--- src/rtl/beacon_pulse_detector.sv ---
// beacon_pulse_detector: debounces the beacon envelope on timebase ticks, times on-length and rising-to-rising period, and emits validated records over valid/ready (optional lost_o timeout via BEACON_DET_TIMEOUT_EN)
module beacon_pulse_detector #(
  parameter int CNT_W      = 16,
  parameter int DEBOUNCE   = 2,
  parameter int MIN_ON     = 50,
  parameter int MAX_ON     = 400,
  parameter int MIN_PERIOD = 700,
  parameter int MAX_PERIOD = 1300
`ifdef BEACON_DET_TIMEOUT_EN
  , parameter int LOST_TICKS = 4000
`endif
) (
  input  logic             clk,
  input  logic             rst,
  input  logic             tick_i,
  input  logic             env_i,
  output logic             valid_o,
  input  logic             ready_i,
  output logic [CNT_W-1:0] on_len_o,
  output logic [CNT_W-1:0] period_o,
  output logic             overrun_o
`ifdef BEACON_DET_TIMEOUT_EN
  , output logic           lost_o
`endif
);
  typedef enum logic [1:0] {IDLE, ON, OFF} state_t;
  localparam int RUN_W = $clog2(DEBOUNCE + 1);
  localparam logic [RUN_W-1:0] DEB_C = RUN_W'(DEBOUNCE);
  localparam logic [CNT_W-1:0] CNT_MAX = '1;
  localparam logic [CNT_W-1:0] MIN_ON_C = CNT_W'(MIN_ON);
  localparam logic [CNT_W-1:0] MAX_ON_C = CNT_W'(MAX_ON);
  localparam logic [CNT_W-1:0] MIN_PER_C = CNT_W'(MIN_PERIOD);
  localparam logic [CNT_W-1:0] MAX_PER_C = CNT_W'(MAX_PERIOD);
  state_t state, state_nx;
  logic lvl, lvl_nx, flip, rise, fall, emit;
  logic [RUN_W-1:0] run, run_nx;
  logic [CNT_W-1:0] on_cnt, per_cnt, on_inc, per_inc, on_len, on_len_nx;
  // debounce: a level change needs DEBOUNCE consecutive mismatching ticks
  always_comb begin
    flip = tick_i && (env_i != lvl) && (run + 1'b1 >= DEB_C);
    run_nx = !tick_i ? run : ((env_i == lvl) || flip) ? '0 : run + 1'b1;
    lvl_nx = flip ? env_i : lvl;
    rise = flip && env_i;
    fall = flip && !env_i;
    on_inc = (on_cnt == CNT_MAX) ? on_cnt : on_cnt + 1'b1;
    per_inc = (per_cnt == CNT_MAX) ? per_cnt : per_cnt + 1'b1;
  end
  // pulse FSM: the counts seen on an event tick include that tick
  always_comb begin
    state_nx = state;
    on_len_nx = on_len;
    emit = 1'b0;
    if (tick_i) begin
      case (state)
        IDLE: state_nx = rise ? ON : IDLE;
        ON: begin
          if (fall) begin
            on_len_nx = on_inc;
            state_nx = (on_inc >= MIN_ON_C && on_inc <= MAX_ON_C) ? OFF : IDLE;
          end else if (on_inc > MAX_ON_C) state_nx = IDLE;
        end
        OFF: begin
          if (rise) begin
            emit = per_inc >= MIN_PER_C && per_inc <= MAX_PER_C;
            state_nx = ON;
          end else if (per_inc > MAX_PER_C) state_nx = IDLE;
        end
        default: state_nx = IDLE;
      endcase
    end
  end
  // state, debounce and tick counters advance only on ticks; both counters restart at a rise
  always_ff @(posedge clk) begin
    if (!rst) begin
      state <= IDLE;
      lvl <= 1'b0;
      run <= '0;
      on_cnt <= '0;
      per_cnt <= '0;
      on_len <= '0;
    end else begin
      state <= state_nx;
      lvl <= lvl_nx;
      run <= run_nx;
      on_len <= on_len_nx;
      if (tick_i) begin
        on_cnt <= rise ? '0 : on_inc;
        per_cnt <= rise ? '0 : per_inc;
      end
    end
  end
  // output record register: a new emit always wins, overrun flags an unconsumed record being replaced
  always_ff @(posedge clk) begin
    if (!rst) begin
      valid_o <= 1'b0;
      overrun_o <= 1'b0;
      on_len_o <= '0;
      period_o <= '0;
    end else begin
      valid_o <= emit || (valid_o && !ready_i);
      overrun_o <= emit && valid_o && !ready_i;
      if (emit) begin
        on_len_o <= on_len;
        period_o <= per_inc;
      end
    end
  end
`ifdef BEACON_DET_TIMEOUT_EN
  localparam int LOST_W = $clog2(LOST_TICKS + 1);
  localparam logic [LOST_W-1:0] LOST_C = LOST_W'(LOST_TICKS);
  logic [LOST_W-1:0] lost_cnt;
  // ticks since the last emitted record, saturating at the loss threshold
  always_ff @(posedge clk) begin
    if (!rst || emit) lost_cnt <= '0;
    else if (tick_i && lost_cnt != LOST_C) lost_cnt <= lost_cnt + 1'b1;
  end
  assign lost_o = lost_cnt == LOST_C;
`endif
endmodule
--- config.mk ---
export PLATFORM = sky130hd
export DESIGN_NAME = beacon_pulse_detector
export DESIGN_NICKNAME = d
export VERILOG_FILES = /design/src/rtl/beacon_pulse_detector.sv
export SDC_FILE = /design/constraint.sdc
export NUM_CORES = 1
export LEC_CHECK = 0
export BUFFER_PORTS_ARGS = -buffer_cell sky130_fd_sc_hd__buf_2
export CORE_ASPECT_RATIO = 1.1
export CORE_MARGIN = 2
export CORE_UTILIZATION = 59
export DETAILED_ROUTE_END_ITERATION = 8
export PLACE_DENSITY = 0.84
export SLEW_MARGIN = 20
export SYNTH_ARGS = -nofsm -noshare
export SYNTH_HDL_FRONTEND = slang
export SYNTH_SLANG_ARGS = --single-unit
--- constraint.sdc ---
create_clock -name clk -period 8.22 [get_ports clk]
set_clock_uncertainty 0.05 [all_clocks]
set_input_delay 0.411 -clock clk [delete_from_list [all_inputs] [get_ports clk]]
set_output_delay 0.411 -clock clk [all_outputs]
set_load 0.005 [all_outputs]
==> impl_summary.log, run 1 <==
INFO  metric hpwlAfterDp = approximately 7.3 mm
INFO  metric final_cell_count_no_fill = between 600 and 700
INFO  metric worst-setup-path-type = register to register
INFO  metric dr_total_vias = 4017
INFO  metric drt-wirelength-per-cell = about 17 um
INFO  metric fillers = ~550
INFO  metric setup.reg_to_reg.worst_slack = about 4.4 ns
INFO  metric finalMaxSlewViolations = 0
INFO  metric cts.root.buffer_cell = sky130_fd_sc_hd__clkbuf_8
INFO  metric wire_length_of_the_first_global_routing_pass = about 18 mm
INFO  metric timing.hold.worst.class = input port to register
INFO  metric cap_violations = 0
INFO  metric start_util = 61.7%
INFO  metric viasPerCell = about 6.4
INFO  metric postRouteAntennaNets = 0
INFO  metric worst_skew_pair.late_latency = 0.36 ns
INFO  metric dieWidth = between 80 and 90 um
INFO  metric cts-htree-levels = 3
INFO  metric total_negative_setup_slack = 0 ns
INFO  metric grt_overflow = 0
INFO  metric report.final.hold_viol_count = 0
INFO  metric power.share.combinational = under 10%
INFO  metric grt_max_degree = 57
INFO  metric coreArea = just over 7000 um^2
INFO  metric worst_ir_drop_vdd = ~130 uV
INFO  metric buffer_depth_of_the_longest_clock_path = 2
INFO  metric synth.most_common_cell = sky130_fd_sc_hd__dfxtp_1
INFO  metric power.leakage = between 0.0015 and 0.002 uW
INFO  metric r2r_cells = 10
INFO  metric synth-seq-area-share = 39.8%
INFO  metric tightest_slew = roughly 0.9 ns
INFO  metric int_pwr = roughly 600 uW
INFO  metric routed_wirelength = ~11 mm
INFO  metric detail_route.iter0.violations = around 330
INFO  metric cp-startpoint = per_cnt[0]
INFO  metric timing.final.setup_violations = 0
INFO  metric critical_path_arrival = roughly 4 ns
INFO  metric worstReg2RegStart = per_cnt[0]
INFO  metric placed_standard_cell_area = approximately 4500 um^2
INFO  metric post_cts_resized = 0
INFO  metric firstDrtPassIters = 6
INFO  metric floorplan.rows = 32
INFO  metric antenna_violations_before_repair = 0
INFO  metric layout_overhead_on_the_synthesized_area = 8.04%
INFO  metric final.period_utilization = a little under half
INFO  metric holdBufCountCts = 0
INFO  metric post_synth_num_cell_types = 65
INFO  metric pwr-share-seq = between 50% and 60%
INFO  metric final_design_area_no_fill = around 4700 um^2
INFO  metric dpl_worst_slack = 4.45 ns
INFO  metric gpl.final_weighted_congestion = approximately 0.93
INFO  metric final_critical_path_setup_slack = between 4 and 5 ns
INFO  metric run_status = finished clean
INFO  metric cts_setup_buffers = 0
INFO  metric ys_top_cells_by_area = sky130_fd_sc_hd__dfxtp_1, sky130_fd_sc_hd__nor2_1, sky130_fd_sc_hd__mux2i_1, sky130_fd_sc_hd__a21oi_1, sky130_fd_sc_hd__o21ai_0
INFO  metric netlist_top_cells_count = sky130_fd_sc_hd__dfxtp_1, sky130_fd_sc_hd__nor2_1, sky130_fd_sc_hd__a21oi_1, sky130_fd_sc_hd__nand2_1
INFO  metric synthesis.area_per_instance = roughly 8.4 um^2
INFO  metric async_flop_share = 0%
INFO  metric synth_cells = between 500 and 600
INFO  metric yosys_warnings = 0
INFO  metric timing.critical_path.to = period_o[2]
INFO  metric postSynthNetCount = 530
INFO  metric cts_made_buffers = 9
INFO  metric diodes = 0
INFO  metric slew_headroom = 39.7%
INFO  metric power.clock.fraction = around two fifths
INFO  metric chipHeight = between 90 and 100 um
INFO  metric hp-start = ready_i
INFO  metric post-route-drc-count = 0
INFO  metric dominantRegCellSynth = sky130_fd_sc_hd__dfxtp_1
INFO  metric io_buffers = 38
INFO  metric vias_in_the_first_global_route = 3695
INFO  metric count_of_flip_flops_with_a_built_in_enable_after_synthesis = 0
INFO  metric worst_ep_required_time = between 8 and 9 ns
INFO  metric crit_path_max_fanout = 36
INFO  metric clkTransAtPathRegs = 0.09 ns
INFO  metric io_pins = 39
INFO  metric nNetsFinal = about 540
INFO  metric cts_tree = done
INFO  metric syn_area = 4370 um^2
INFO  metric net-switching-power = ~190 uW
INFO  metric swShare = roughly a quarter
INFO  metric placed_cells_incl_taps = 611
INFO  metric design.die.area = slightly above 8000 um^2
INFO  metric endpoint_kind = register
INFO  metric final_layout_size_suffix_gt1_share = between 10% and 20%
INFO  metric grt_setup_unrepaired = false
INFO  metric grt_usage = 28.1%
INFO  metric cp_launch_type = register
INFO  metric area_share_of_the_largest_cell_type_after_synthesis = 39.8%
INFO  metric final_core_utilization = approximately two thirds
INFO  metric pwr_density_cell = around 160 nW/um^2
INFO  metric timing.fmax = around 260 MHz
INFO  metric layout_min_cycle_time = between 3 and 4 ns
INFO  metric yosysTopAreaCell = sky130_fd_sc_hd__dfxtp_1
INFO  metric regToRegEndpoint = period_o[2]
INFO  metric clock-sinks = 87
INFO  metric ys_ff_latch = 87
## cell families after synthesis
family / Yosys count / synth area share [%]
flops: 87 / 39.8
compound gates: 130 / 19.5
fa+ha+maj: 2 / 0.572
buf+inv: 47 / 5.04
mux: 30 / 6.90
xor+xnor: 20 / 4.01
simple gates: 207 / 24.1
## power by group through the flow
stage | registers [uW] | clock network [uW] | logic, uW
4_1_cts | 427 | 322 | 30.2
3_3_place_gp | 437 | 0 | 29.4
2_1_floorplan | 435 | 0 | 23.7
3_5_place_dp | 437 | 0 | 30.0
6_report | 427 | 316 | 30.8
5_1_grt | 428 | 340 | 34.4
## worst min-delay path by stage
stage | to | slack [ns] | depth (start not counted)
floorplan | on_len[0] | 0.38 | 2
global placement | period_o[2] | 0.38 | 2
detailed placement | period_o[4] | 0.39 | 2
CTS | valid_o | 0.28 | 3
global route | valid_o | 0.31 | 3
finish | valid_o | 0.29 | 3
## worst max-delay path, stage by stage, from the launching register on
cell and delay, ns:
sky130_fd_sc_hd__dfxtp_1 0.53, sky130_fd_sc_hd__ha_1 0.35, sky130_fd_sc_hd__and3_1 0.39, sky130_fd_sc_hd__nand4_4 0.30
sky130_fd_sc_hd__and4_4 0.30, sky130_fd_sc_hd__or4_4 0.53, sky130_fd_sc_hd__o22ai_1 0.36, sky130_fd_sc_hd__o2111ai_4 0.15
sky130_fd_sc_hd__buf_4 0.32, sky130_fd_sc_hd__a211o_1 0.32, sky130_fd_sc_hd__a21oi_1 0.14
## through the flow
stage               total power, uW  hold WS (ns)
finish                          774         0.287
global route                    802         0.314
CTS                             779         0.275
detailed placement              467         0.393
global placement                466         0.385
floorplan                       459         0.381
## layout make-up
| cell class | instances | area [um^2] | area share [%] |
|---|---|---|---|
| multi-input cells | 389 | 2420 | 51.3 |
| flip-flops and latches | 87 | 1740 | 36.9 |
| repair buffers | 40 | 205 | 4.34 |
| clock buffers | 10 | 138 | 2.91 |
| well taps | 85 | 106 | 2.25 |
| clock inverters | 6 | 73.8 | 1.56 |
| inverters | 10 | 37.5 | 0.794 |
## registers in the layout, indices dropped and copies added, names as in the netlist
| name | count |
|---|---|
| per_cnt | 16 |
| period_o | 16 |
| run | 2 |
| lvl | 1 |
| on_len | 16 |
| overrun_o | 1 |
| state | 2 |
| on_len_o | 16 |
| on_cnt | 16 |
| valid_o | 1 |
## routing by layer
layer,track usage [%],wire [um]
met1,33.8,4300
met4,12.7,359
met2,48.1,5410
met3,5.62,676
met5,0,0
## cells in the final DEF, fill, tap and decap left out, types with 3 or more instances in the layout
| master | instances |
|---|---|
| sky130_fd_sc_hd__and2_1 | 6 |
| sky130_fd_sc_hd__a21oi_1 | 40 |
| sky130_fd_sc_hd__a211oi_1 | 9 |
| sky130_fd_sc_hd__buf_2 | 38 |
| sky130_fd_sc_hd__mux2i_1 | 29 |
| sky130_fd_sc_hd__and4_1 | 6 |
| sky130_fd_sc_hd__nand2b_1 | 6 |
| sky130_fd_sc_hd__nand2_1 | 38 |
| sky130_fd_sc_hd__o22ai_1 | 5 |
| sky130_fd_sc_hd__inv_1 | 9 |
| sky130_fd_sc_hd__xnor2_1 | 9 |
| sky130_fd_sc_hd__a31oi_1 | 6 |
| sky130_fd_sc_hd__o2111ai_1 | 3 |
| sky130_fd_sc_hd__dfxtp_1 | 87 |
| sky130_fd_sc_hd__and3_1 | 8 |
| sky130_fd_sc_hd__o21ai_0 | 29 |
| sky130_fd_sc_hd__nor2_1 | 81 |
| sky130_fd_sc_hd__xor2_1 | 11 |
| sky130_fd_sc_hd__nor3_1 | 10 |
| sky130_fd_sc_hd__a22o_1 | 4 |
| sky130_fd_sc_hd__inv_6 | 3 |
| sky130_fd_sc_hd__nor3b_1 | 3 |
| sky130_fd_sc_hd__o21a_1 | 3 |
| sky130_fd_sc_hd__nand3_1 | 14 |
| sky130_fd_sc_hd__o31ai_1 | 4 |
| sky130_fd_sc_hd__clkbuf_8 | 10 |
| sky130_fd_sc_hd__nor4_1 | 6 |
| sky130_fd_sc_hd__nand4_1 | 10 |
| sky130_fd_sc_hd__a22oi_1 | 4 |
| sky130_fd_sc_hd__or3_1 | 3 |
No activity file was read; power rests on OpenSTA's default activity.
==> inputs of run 2 (changes only) <==
- CORE_UTILIZATION: 59 -> 54
- PLACE_DENSITY: 0.84 -> 0.81
- clock period: 8.22 -> 3.4 ns (I/O delays scaled with it)
==> run 2 against run 1 <==
Critical path depth stayed put. Routed wire length is 2.5% higher. First-iteration DRC count down 4.2%. Sequential power rose by 140%. Core utilization shrank 3.3 points. Via count is 1.9% higher. Register-to-register slack got worse by 4.2 ns. Non-clock buffer count increased by 23. Clock power grew 140%. Critical endpoint is now on_len_o[6]. Highest routed layer unchanged.
==> impl_summary.log, run 2 (synthesis gave the netlist of run 1 again) <==
INFO  metric run_status = finished clean
INFO  metric cts_made_buffers = 9 (unchanged)
INFO  metric viasPerCell = 6.08 (-5.1%)
INFO  metric r2r_cells = 10 (unchanged)
INFO  metric hold-path-cell-count = 3 (unchanged)
INFO  metric worst_ir_drop_vdd = 303 uV (+130%)
INFO  metric worst_skew_pair.late_latency = 0.37 ns (about the same)
INFO  metric floorplan.rows = 34 (+6.3%)
INFO  metric hp-start = ready_i
INFO  metric slew_headroom = 41.8% (+2.0 points)
INFO  metric holdBufCountCts = 0 (unchanged)
INFO  metric setup.reg_to_reg.worst_slack = 0.15 ns (-4.24 ns)
INFO  metric power.total = 1890 uW (+140%)
INFO  metric hold_ws = 0.0747 ns (-0.213 ns)
INFO  metric timing.final.setup_violations = 0 (unchanged)
INFO  metric grt_setup_unrepaired = false
INFO  metric final_layout_size_suffix_gt1_share = 17.5% (+5.2 points)
INFO  metric final_common_cell = sky130_fd_sc_hd__dfxtp_1
INFO  metric io_pins = 39 (unchanged)
INFO  metric timing.fmax = 308 MHz (+18%)
INFO  metric power.clock.fraction = 40.9% (about the same)
INFO  metric swShare = 24.7% (+0.27 points)
INFO  metric dieWidth = 89.8 um (+4.3%)
INFO  metric pwr-share-seq = 54.7% (-0.5 points)
INFO  metric layout_overhead_on_the_synthesized_area = 14.1%
INFO  metric vias_in_the_first_global_route = 3903 (+5.6%)
INFO  metric diodes = 0 (unchanged)
INFO  metric crit_path_max_fanout = 21 (-42%)
INFO  metric report.final.hold_viol_count = 0 (unchanged)
INFO  metric timing.hold.worst.class = input port to register
INFO  metric post-route-drc-count = 0 (unchanged)
INFO  metric dr_total_vias = 4092 (+1.9%)
INFO  metric final_core_utilization = 63.4% (-3.3 points)
INFO  metric net-switching-power = 465 uW (+150%)
INFO  metric tightest_slew = 0.870 ns (-0.0304 ns)
INFO  metric io_buffers = 38 (unchanged)
INFO  metric critical_path_arrival = 3.45 ns (-0.62 ns)
INFO  metric coreArea = 7870 um^2 (+11%)
INFO  metric grt_overflow = 0 (unchanged)
INFO  metric grt_max_degree = 41 (-28%)
INFO  metric final.period_utilization = 95.5% (+49 points)
INFO  metric layout.cells.most_common_list = sky130_fd_sc_hd__dfxtp_1, sky130_fd_sc_hd__nor2_1, sky130_fd_sc_hd__a21oi_1, sky130_fd_sc_hd__nand2_1, sky130_fd_sc_hd__buf_2
INFO  metric power.leakage = 0.00213 uW (+7.8%)
INFO  metric int_pwr = 1420 uW (+140%)
INFO  metric cts-htree-levels = 3 (unchanged)
INFO  metric regToRegEndpoint = on_len_o[6]
INFO  metric gpl.final_weighted_congestion = 0.922 (-0.88%)
INFO  metric buffer_depth_of_the_longest_clock_path = 2 (unchanged)
INFO  metric endpoint_kind = register
INFO  metric nNetsFinal = 567 (+4.2%)
INFO  metric hpwlAfterDp = 7.75 mm (+5.8%)
INFO  metric worst-setup-path-type = register to register
INFO  metric cp-startpoint = per_cnt[1]
INFO  metric postRouteAntennaNets = 0 (unchanged)
INFO  metric drt-wirelength-per-cell = 16.4 um (-4.5%)
INFO  metric finalMaxSlewViolations = 0 (unchanged)
INFO  metric start_util = 55.6% (-6.1 points)
INFO  metric worst_ep_required_time = 3.60 ns (-4.86 ns)
INFO  metric detail_route.iter0.violations = 319 (-4.2%)
INFO  metric firstDrtPassIters = 6 (unchanged)
INFO  metric cap_violations = 0 (unchanged)
INFO  metric routed_wirelength = 11.0 mm (+2.5%)
INFO  metric design.die.area = 8830 um^2 (+8.8%)
INFO  metric layout_min_cycle_time = 3.25 ns (-0.583 ns)
INFO  metric chipHeight = 98.4 um (+4.3%)
INFO  metric clock-sinks = 87 (unchanged)
INFO  metric whs_endpoint = valid_o
INFO  metric cp_launch_type = register
INFO  metric wire_length_of_the_first_global_routing_pass = 18.7 mm (+2.8%)
INFO  metric total_negative_setup_slack = 0 ns (unchanged)
INFO  metric power.share.combinational = 4.4% (+0.4 points)
INFO  metric pwr_density_cell = 378 nW/um^2 (+130%)
INFO  metric grt_usage = 26.3% (-1.8 points)
INFO  metric antenna_violations_before_repair = 0 (unchanged)
INFO  metric cts.root.buffer_cell = sky130_fd_sc_hd__clkbuf_8
INFO  metric worstReg2RegStart = per_cnt[1]
INFO  metric cts_tree = done
INFO  metric clkTransAtPathRegs = 0.10 ns (about the same)
==> run 2: cell types whose count changed in the layout (fill, tap and decap cells not counted), moves of 2 or more <==
| cell | previous run | this run |
|---|---|---|
| sky130_fd_sc_hd__dfxtp_2 | 0 | 2 |
| sky130_fd_sc_hd__o41ai_1 | 2 | 0 |
| sky130_fd_sc_hd__buf_4 | 2 | 24 |
| sky130_fd_sc_hd__dfxtp_1 | 87 | 85 |
| sky130_fd_sc_hd__o41ai_2 | 0 | 2 |
==> run 2: layout make-up <==
| cell class | instances | area, um^2 |
|---|---|---|
| fill | 650 | 2880 |
| multi-input combinational | 389 | 2470 |
| sequential | 87 | 1740 |
| timing repair buffer | 63 | 390 |
| clock buffer | 10 | 138 |
| tap | 108 | 135 |
| clock inverter | 6 | 72.6 |
| inverter | 10 | 37.5 |
==> run 2: per-stage QoR <==
stage	setup WS [ns]	cell area, um^2	std cells
after floorplan	0.396	4370	523
after global placement	0.118	4710	656
after detailed placement	0.00969	4710	656
after CTS	0.00162	4930	672
after global routing	0.00384	4990	673
final	0.153	4990	673
==> run 2: what timing repair did <==
action                     4_1_cts  5_1_grt
setup endpoints to repair        2       35
pin swaps                        0        1
resized for setup                1       10
setup buffers                    0        1
==> run 2: critical path: stages (launching register included) <==
cell and delay (ns):
sky130_fd_sc_hd__dfxtp_1 0.49, sky130_fd_sc_hd__ha_4 0.23, sky130_fd_sc_hd__and3_1 0.24, sky130_fd_sc_hd__nand4_4 0.16, sky130_fd_sc_hd__and4_4 0.24, sky130_fd_sc_hd__or4_4 0.55, sky130_fd_sc_hd__nor4b_4 0.41, sky130_fd_sc_hd__o2111ai_4 0.26
sky130_fd_sc_hd__buf_12 0.25, sky130_fd_sc_hd__mux2i_1 0.17, sky130_fd_sc_hd__nor2_1 0.05
==> run 2: how the worst max path moves through the flow <==
stage	cells after the start	slack (ns)	endpoint
after global placement	10	0.12	on_len_o[4]
after global routing	8	0.004	state[1]
after floorplan	11	0.40	on_len_o[13]
after detailed placement	10	0.01	on_len_o[6]
final	10	0.15	on_len_o[6]
after CTS	10	0.002	on_len_o[6]
==> run 2: per-layer routing <==
layer | up-vias | share of wire (%) | GRT usage [%]
li1 | 1969 | - | -
met1 | 1925 | 41 | 30.8
met2 | 156 | 50 | 46.6
met3 | 42 | 5.6 | 3.63
met4 | 0 | 3.3 | 14.4
met5 | - | 0 | 0
==> run 2: power groups by stage <==
stage / sequential [uW] / combinational, uW / clock, uW
after floorplan: 1050 / 57.3 / 0
after global placement: 1050 / 76.1 / 0
after detailed placement: 1060 / 77.9 / 0
after CTS: 1030 / 78.7 / 785
after global routing: 1030 / 90.0 / 823
final: 1030 / 82.4 / 771
